### src/rtl/uart_cmd_ctrl_pkg.sv
// vga_cfg_pkg: shared definitions for the UART command sequencer that feeds
// the VGA configuration register file.
//   - state_t       : sequencer states (ACK is only reachable when the
//                     UART_CMD_ACK_EN build option is defined)
//   - SYNC_BYTE_DEF : default frame start marker
//   - ACK_BYTE/NAK_BYTE : reply bytes for accepted / rejected frames
//   - REG_IDX_W     : width of a configuration register index
//   - frame_chk()   : expected checksum of a SYNC/ADDR/DATA triple
package vga_cfg_pkg;

    typedef enum logic [2:0] {
        IDLE = 3'd0,
        ADDR = 3'd1,
        DATA = 3'd2,
        CHK  = 3'd3,
        ACK  = 3'd4
    } state_t;

    localparam logic [7:0] SYNC_BYTE_DEF = 8'hA5;
    localparam logic [7:0] ACK_BYTE      = 8'h06;
    localparam logic [7:0] NAK_BYTE      = 8'h15;
    localparam int         REG_IDX_W     = 4;

    function automatic logic [7:0] frame_chk(input logic [7:0] sync_b,
                                             input logic [7:0] addr_b,
                                             input logic [7:0] data_b);
        return sync_b ^ addr_b ^ data_b;
    endfunction

endpackage

### src/rtl/uart_cmd_ctrl_if.sv
// uart_cmd_ctrl_if: byte stream from the UART receiver, register write port
// towards the VGA config register file and, when UART_CMD_ACK_EN is defined,
// the reply byte stream towards the UART transmitter.
//   rx_data/rx_valid/rx_perr : received byte, strobe, parity error
//   wr_en/wr_addr/wr_data    : single-cycle register write
//   tx_data/tx_valid/tx_ready: reply byte handshake (UART_CMD_ACK_EN only)
// Modports: master = command sequencer, slave = surrounding system.
interface uart_cmd_ctrl_if;
    import vga_cfg_pkg::*;

    logic [7:0]           rx_data;
    logic                 rx_valid;
    logic                 rx_perr;
    logic                 wr_en;
    logic [REG_IDX_W-1:0] wr_addr;
    logic [7:0]           wr_data;
`ifdef UART_CMD_ACK_EN
    logic [7:0]           tx_data;
    logic                 tx_valid;
    logic                 tx_ready;
`endif

    modport master (
        input  rx_data, rx_valid, rx_perr,
`ifdef UART_CMD_ACK_EN
        output tx_data, tx_valid,
        input  tx_ready,
`endif
        output wr_en, wr_addr, wr_data
    );

    modport slave (
        output rx_data, rx_valid, rx_perr,
`ifdef UART_CMD_ACK_EN
        input  tx_data, tx_valid,
        output tx_ready,
`endif
        input  wr_en, wr_addr, wr_data
    );

endinterface

### src/rtl/uart_cmd_ctrl_timeout_cnt.sv
// cmd_timeout_cnt: inter-byte timeout counter. Clears while clr is high,
// otherwise counts up and parks at TIMEOUT-1, where expired is asserted.
//   clk, rst : clock, synchronous active-high reset
//   clr      : clear request (byte received or sequencer not in a frame)
//   expired  : counter has reached TIMEOUT-1
module cmd_timeout_cnt #(
    parameter int TIMEOUT = 4096
) (
    input  logic clk,
    input  logic rst,
    input  logic clr,
    output logic expired
);

    localparam int                CNT_W = (TIMEOUT > 2) ? $clog2(TIMEOUT) : 1;
    localparam logic [CNT_W-1:0]  LAST  = CNT_W'(TIMEOUT - 1);

    logic [CNT_W-1:0] cnt_q;

    always_ff @(posedge clk) begin
        if (rst || clr) begin
            cnt_q <= '0;
        end else if (cnt_q != LAST) begin
            cnt_q <= cnt_q + 1'b1;
        end
    end

    assign expired = (cnt_q == LAST);

endmodule

### src/rtl/uart_cmd_ctrl.sv
// uart_cmd_ctrl: parses 4-byte frames SYNC, ADDR, DATA, CHK (CHK = SYNC^ADDR^
// DATA) from the UART receiver and issues one register write per accepted
// frame. Rejected frames (bad checksum, address out of range, parity error,
// inter-byte timeout) pulse frame_err and bump a saturating error counter.
// Build option: UART_CMD_ACK_EN adds an ACK state that sends 8'h06 / 8'h15
// over the tx handshake of the interface after every accepted / rejected frame.
//   clk, rst  : clock, synchronous active-high reset
//   bus       : uart_cmd_ctrl_if.master (rx bytes in, register writes out)
//   frame_ok  : one-cycle pulse, frame accepted
//   frame_err : one-cycle pulse, frame rejected
//   err_count : saturating count of rejected frames
//   busy      : sequencer is not IDLE
//   last_byte : {rx_perr, rx_data} of the most recent received byte
module uart_cmd_ctrl import vga_cfg_pkg::*; #(
    parameter logic [7:0] SYNC_BYTE = SYNC_BYTE_DEF,
    parameter int         NUM_REGS  = 16,
    parameter int         TIMEOUT   = 4096
) (
    input  logic                   clk,
    input  logic                   rst,
    uart_cmd_ctrl_if.master        bus,
    output logic                   frame_ok,
    output logic                   frame_err,
    output logic [7:0]             err_count,
    output logic                   busy,
    output logic [8:0]             last_byte
);

    localparam logic [7:0] NUM_REGS_B = 8'(NUM_REGS);

`ifdef UART_CMD_ACK_EN
    localparam state_t FRAME_END = ACK;
`else
    localparam state_t FRAME_END = IDLE;
`endif

    state_t     state_q, state_n;
    logic [7:0] addr_q, data_q;
    logic       accept_c, reject_c;
    logic       frame_good;
    logic       to_expired, to_clr;

    // The timeout only runs while a frame is being received.
    assign to_clr = bus.rx_valid || (state_q == IDLE) || (state_q == ACK);

    cmd_timeout_cnt #(.TIMEOUT(TIMEOUT)) u_timeout (
        .clk     (clk),
        .rst     (rst),
        .clr     (to_clr),
        .expired (to_expired)
    );

    assign frame_good = (frame_chk(SYNC_BYTE, addr_q, data_q) == bus.rx_data) &&
                        (addr_q[7:4] == 4'd0) && (addr_q < NUM_REGS_B);

    always_comb begin
        state_n  = state_q;
        accept_c = 1'b0;
        reject_c = 1'b0;
        case (state_q)
            IDLE: begin
                if (bus.rx_valid && !bus.rx_perr && (bus.rx_data == SYNC_BYTE)) begin
                    state_n = ADDR;
                end
            end
            ADDR, DATA, CHK: begin
                // A byte arriving in the expiry cycle takes priority.
                if (bus.rx_valid) begin
                    if (bus.rx_perr) begin
                        reject_c = 1'b1;
                        state_n  = FRAME_END;
                    end else if (state_q == ADDR) begin
                        state_n = DATA;
                    end else if (state_q == DATA) begin
                        state_n = CHK;
                    end else begin
                        accept_c = frame_good;
                        reject_c = !frame_good;
                        state_n  = FRAME_END;
                    end
                end else if (to_expired) begin
                    reject_c = 1'b1;
                    state_n  = FRAME_END;
                end
            end
`ifdef UART_CMD_ACK_EN
            ACK: begin
                if (bus.tx_ready) begin
                    state_n = IDLE;
                end
            end
`endif
            default: state_n = IDLE;
        endcase
    end

    always_ff @(posedge clk) begin
        if (rst) begin
            state_q     <= IDLE;
            addr_q      <= '0;
            data_q      <= '0;
            bus.wr_en   <= 1'b0;
            bus.wr_addr <= '0;
            bus.wr_data <= '0;
            frame_ok    <= 1'b0;
            frame_err   <= 1'b0;
            err_count   <= '0;
            last_byte   <= '0;
        end else begin
            state_q   <= state_n;
            bus.wr_en <= accept_c;
            frame_ok  <= accept_c;
            frame_err <= reject_c;
            if (accept_c) begin
                bus.wr_addr <= addr_q[REG_IDX_W-1:0];
                bus.wr_data <= data_q;
            end
            if (reject_c && (err_count != 8'hFF)) begin
                err_count <= err_count + 8'd1;
            end
            if (bus.rx_valid) begin
                last_byte <= {bus.rx_perr, bus.rx_data};
                if (state_q == ADDR) addr_q <= bus.rx_data;
                if (state_q == DATA) data_q <= bus.rx_data;
            end
        end
    end

    assign busy = (state_q != IDLE);

`ifdef UART_CMD_ACK_EN
    logic ack_ok_q;

    always_ff @(posedge clk) begin
        if (rst) begin
            ack_ok_q <= 1'b0;
        end else if (accept_c || reject_c) begin
            ack_ok_q <= accept_c;
        end
    end

    assign bus.tx_valid = (state_q == ACK);
    assign bus.tx_data  = (state_q != ACK) ? 8'h00 : (ack_ok_q ? ACK_BYTE : NAK_BYTE);
`endif

endmodule

### src/flat_wrapper.sv
// flat-port wrapper written by rule: the top's interface ports become plain ports
module uart_cmd_ctrl_flat import vga_cfg_pkg::*;
#(
    parameter logic [7:0] SYNC_BYTE = SYNC_BYTE_DEF,
    parameter int         NUM_REGS  = 16,
    parameter int         TIMEOUT   = 4096
)
  (clk, rst, frame_ok, frame_err, err_count, busy, last_byte, bus_rx_data, bus_rx_valid, bus_rx_perr, bus_wr_en, bus_wr_addr, bus_wr_data);
  uart_cmd_ctrl_if bus_i ();
  input  logic clk;
  input  logic rst;
  output logic frame_ok;
  output logic frame_err;
  output logic [7:0] err_count;
  output logic busy;
  output logic [8:0] last_byte;
  input wire logic [$bits(bus_i.rx_data)-1:0] bus_rx_data;
  input wire logic [$bits(bus_i.rx_valid)-1:0] bus_rx_valid;
  input wire logic [$bits(bus_i.rx_perr)-1:0] bus_rx_perr;
  output wire logic [$bits(bus_i.wr_en)-1:0] bus_wr_en;
  output wire logic [$bits(bus_i.wr_addr)-1:0] bus_wr_addr;
  output wire logic [$bits(bus_i.wr_data)-1:0] bus_wr_data;
  assign bus_i.rx_data = bus_rx_data;
  assign bus_i.rx_valid = bus_rx_valid;
  assign bus_i.rx_perr = bus_rx_perr;
  assign bus_wr_en = bus_i.wr_en;
  assign bus_wr_addr = bus_i.wr_addr;
  assign bus_wr_data = bus_i.wr_data;
  uart_cmd_ctrl #(.SYNC_BYTE(SYNC_BYTE), .NUM_REGS(NUM_REGS), .TIMEOUT(TIMEOUT)) u_core (.clk(clk), .rst(rst), .bus(bus_i), .frame_ok(frame_ok), .frame_err(frame_err), .err_count(err_count), .busy(busy), .last_byte(last_byte));
endmodule
### config.mk
export PLATFORM = sky130hd
export DESIGN_NAME = uart_cmd_ctrl_flat
export DESIGN_NICKNAME = d
export VERILOG_FILES = /design/src/rtl/uart_cmd_ctrl_pkg.sv /design/src/rtl/uart_cmd_ctrl_if.sv /design/src/rtl/uart_cmd_ctrl_timeout_cnt.sv /design/src/rtl/uart_cmd_ctrl.sv /design/src/flat_wrapper.sv
export SDC_FILE = /design/constraint.sdc
export NUM_CORES = 1
export LEC_CHECK = 0
export BUFFER_PORTS_ARGS = -buffer_cell sky130_fd_sc_hd__buf_2
export CORE_ASPECT_RATIO = 0.7
export CORE_MARGIN = 2
export CORE_UTILIZATION = 52
export CTS_BUF_LIST = sky130_fd_sc_hd__clkbuf_8
export DETAILED_ROUTE_END_ITERATION = 8
export PLACE_DENSITY = 0.77
export SLEW_MARGIN = 10
export SYNTH_ARGS = -nofsm -noshare
export SYNTH_HDL_FRONTEND = slang
export SYNTH_SLANG_ARGS = --single-unit
### constraint.sdc
create_clock -name clk -period 2.3 [get_ports clk]
set_clock_uncertainty 0.05 [all_clocks]
set_input_delay 0 -clock clk [delete_from_list [all_inputs] [get_ports clk]]
set_output_delay 0 -clock clk [all_outputs]
set_load 0.03 [all_outputs]
==> summary.md <==
In this run the tightest slew margin relative to its limit is 67.6%. Clock latency on the worst-skew pair, taken at its later pin, is 0.34 ns. Synthesis produced a netlist with a net count of 316. In the final layout, the share of cells above drive strength 1 is 25.2%.

The worst-path maximum fanout was 8; the area of the core was 5200 um2. The shortest period the worst path allows was 2.24 ns. Beginning of the worst register-to-register path: u_core.state_q[0]. After Yosys synthesis, and, or, nand and nor cells account for 24.8% of the synthesized area. The run gives 2380 as the total via count after detailed routing. The count of pins over their slew limit was 0.

The worst hold path begins at bus_rx_valid. Once layout is complete, the cells apart from fillers number 441. dfxtp_1 takes more of the synthesized area than any other cell. The run gives 53.6% as the effective utilization at floorplan. The tightest min-delay check is of the in2reg type. The tools report the critical path launch point type as a flop.

By area the synthesized netlist is led by dfxtp_1 44%, mux2i_1 8.6%, a21oi_1 4.8%, nor2_1 4.4%, nand3_1 4.3%. The worst hold path was traced through 4 stages. The post-synthesis sequential element count came out at 61.

For the number of global-route vias before repair, the log shows 2211. The worst hold margin came out at 0.124 ns. Detailed placement finished with a half-perimeter wire length of 4.14 mm. For the sum of overflow across all layers after global routing, the log shows 0. The area of the mapped netlist is 2790 um2, and the depth of the worst register-to-register path is 8.

Yosys mapped the design onto 39 distinct sky130hd cell types. For the worst setup path, the data required time is 2.52 ns. The run finished with clean final reports.

In this run, synthesis inferred 0 flip-flops with an integrated enable. The accumulated negative setup slack was 0 ns. By area, the combinational part of the netlist is dominated by simple AND/OR/NAND/NOR gates. For the count of endpoints failing hold in the final timing report, the log shows 0. The average wire per cell in the routed design came out at 14.5 um.

The run gives 0.446 GHz as the highest clock rate. The global-route wire length before repair came out at 10.6 mm. Fill cells in the final layout number 442.

STA classifies the critical path endpoint as a flop. Of the total synthesized cell area, the portion taken by XOR and XNOR cells is 8.12%. The most frequent cell after synthesis is dfxtp_1. The number of clock sinks seen by CTS came out at 61. The multi-input combinational cells in the finished layout cover a total of 1510 um2.

For this run, the number of Yosys warnings is 0. Setup violations remaining at the end of the flow were counted as 0. The area added between synthesis and finish is 25.5%. The tools report the total instance count after detailed placement as 410.

The synthesized area divided by synthesized cell count was 9.35 um2. The largest net degree at the start of global routing came out at 39. The endpoint identified for the worst register-to-register timing path is u_core.err_count[7]. Summing the areas of all fa, ha and maj instances in the mapped netlist gives 2.69% of the synthesized area.

The number of antenna violations at the first check in global routing is 0, and the cell count after synthesis is 298. The highest ir drop seen on vdd came out at 0.000493 V. Summed over all cells, the static leakage comes to 1.45 nW. CTS placed an instance of clkbuf_8 at the clock tree root. For hold timing, the worst endpoint is u_core.state_q[0]. For the signal arrival time at the worst endpoint, the log shows 2.46 ns. The die height was 65.3 um. Sequential cells were found to cover 43.8% of the synthesized design area. Cells fill 67.2% of the core in the end. Combined flip-flop and latch cell area: 1220 um2. The period utilization is 97.4%, and the number of max-cap violations is 0. The number of I/O pins was 45. The logs give 3 for the H-tree depth reported by CTS and 0 for the number of nets with antenna violations after routing. Critical setup path kind: reg2reg. The worst path meets setup with 0.0597 ns of slack. The die covers 5970 um2.

The number of iterations in the first detailed-routing pass came out at 4. In the synthesized netlist the dominant register cell turns out to be dfxtp_1. In the routed design, unresolved DRC markers number 0. Multiplexer cells account for 9.02% of the synthesized area. Buffers placed on the I/O ports in this run total 44.

The number of clock buffers inserted by TritonCTS is 9, and the clock-pin slew of the registers on the worst-case setup and hold paths is 0.07 ns. For the post-place setup slack, the log shows 0.0239 ns. The average via count per standard cell is 5.40.

At the end of routability-driven placement, the weighted congestion stood at 0.802. TritonCTS built the clock tree. The worst register-to-register path has a setup slack of 0.06 ns. From left edge to right edge, the die measures 91.5 um.

The synthesized netlist devotes 8.26% of its cell area to compound gates. The area share of the largest cell type after synthesis works out to 43.8%. The commonest cells after synthesis are 61 x dfxtp_1, 33 x nor2_1, 29 x nand2_1, 27 x a21oi_1. Counting flops with an async set or reset pin after synthesis yields a share of 0%. The total number of placement rows was 22; the net total in the final layout was 382.

In this run, the number of DRC markers left after iteration 0 of detailed routing was 161. Summed over all layers, the routed wires come to 6.40 mm. The tools report the total routing usage reported by global routing as 22.5%. The clock passes through at most 2 buffers. Power spread over the standard cell area amounts to 625 nW/um2. For the pin with the worst max-slew slack, the measured transition is 0.485 ns.

The number of antenna diodes in the final layout is 0.
[through the flow]
stage               power (W)  instance area [um2]
floorplan             0.00116                 2790
global placement      0.00120                 3120
detailed placement    0.00121                 3120
CTS                   0.00220                 3430
global route          0.00227                 3500
finish                0.00219                 3500
[cell usage in the layout, fill, tap and decap left out, drive strengths merged, types with 2 or more instances in the layout]
cell type	count
a211oi	2
a21oi	27
and3	4
and4	2
buf	60
clkbuf	12
dfxtp	61
dlygate4sd3	10
ha	6
inv	6
mux2i	24
nand2	29
nand3	26
nand4	12
nor2	33
nor2b	3
nor3	3
nor4	3
o21ai	3
o31ai	5
or3	4
or4	6
xnor2	2
xnor3	3
xor2	8
xor3	3
[flip-flops by register name, indices dropped and copies added, names as in the netlist]
| register | flops |
|---|---|
| u_core.bus.wr_en | 1 |
| u_core.err_count | 8 |
| u_core.u_timeout.cnt_q | 12 |
| u_core.last_byte | 9 |
| u_core.bus.wr_data | 8 |
| u_core.frame_err | 1 |
| u_core.addr_q | 8 |
| u_core.bus.wr_addr | 4 |
| u_core.state_q | 2 |
| u_core.data_q | 8 |
[what timing repair did]
action,in CTS,in global routing
hold endpoints to repair,35,0
endpoints found under the setup margin,0,6
buffers inserted,0,4
gates resized for setup,0,12
hold buffers,10,0
[kinds of logic after synthesis]
logic type / count (synthesis)
fa+ha+maj: 6
flops: 61
compound gates: 38
simple gates: 131
mux: 25
xor+xnor: 16
buf+inv: 21
[per-layer routing]
layer / part of all wire (%) / GRT usage [%] / vias to the layer above
met1: 48 / 29.3 / 1119
met4: 0.77 / 5.68 / 0
met5: 0 / 0 / -
met3: 5.3 / 7.11 / 6
met2: 46 / 36.5 / 59
li1: - / - / 1196
[layout make-up]
cell class | instances | area share (%)
well taps | 72 | 2.58
clock buffers | 12 | 4.72
inverters | 5 | 0.536
flip-flops and latches | 61 | 35.0
multi-input cells | 217 | 43.3
clock inverters | 4 | 1.32
repair buffers | 70 | 12.6
[worst max-delay path, stage by stage (launching register included)]
cell,delay (ns)
dfxtp_2,0.35
inv_2,0.05
ha_2,0.17
or2b_1,0.25
o41ai_4,0.32
buf_4,0.19
nand3_4,0.12
or4_4,0.54
a21oi_2,0.13
[power by group]
group / switching [W] / internal, W / total, W
registers: 0.00000520 / 0.00107 / 0.00107
logic: 0.0000777 / 0.0000494 / 0.000127
clock network: 0.000405 / 0.000583 / 0.000988
[how the worst max path moves through the flow]
stage | startpoint | end | slack, ns | cells after the start
2_1_floorplan | u_core.u_timeout.cnt_q[0] | u_core.err_count[2] | 0.003 | 7
3_3_place_gp | u_core.state_q[0] | u_core.err_count[6] | 0.13 | 7
3_5_place_dp | u_core.state_q[0] | u_core.err_count[4] | 0.02 | 7
4_1_cts | u_core.state_q[0] | u_core.err_count[4] | 0.01 | 7
5_1_grt | u_core.state_q[0] | u_core.err_count[7] | -0.02 | 8
6_report | u_core.state_q[0] | u_core.err_count[7] | 0.06 | 8
Power figures use the tool's default switching activity.
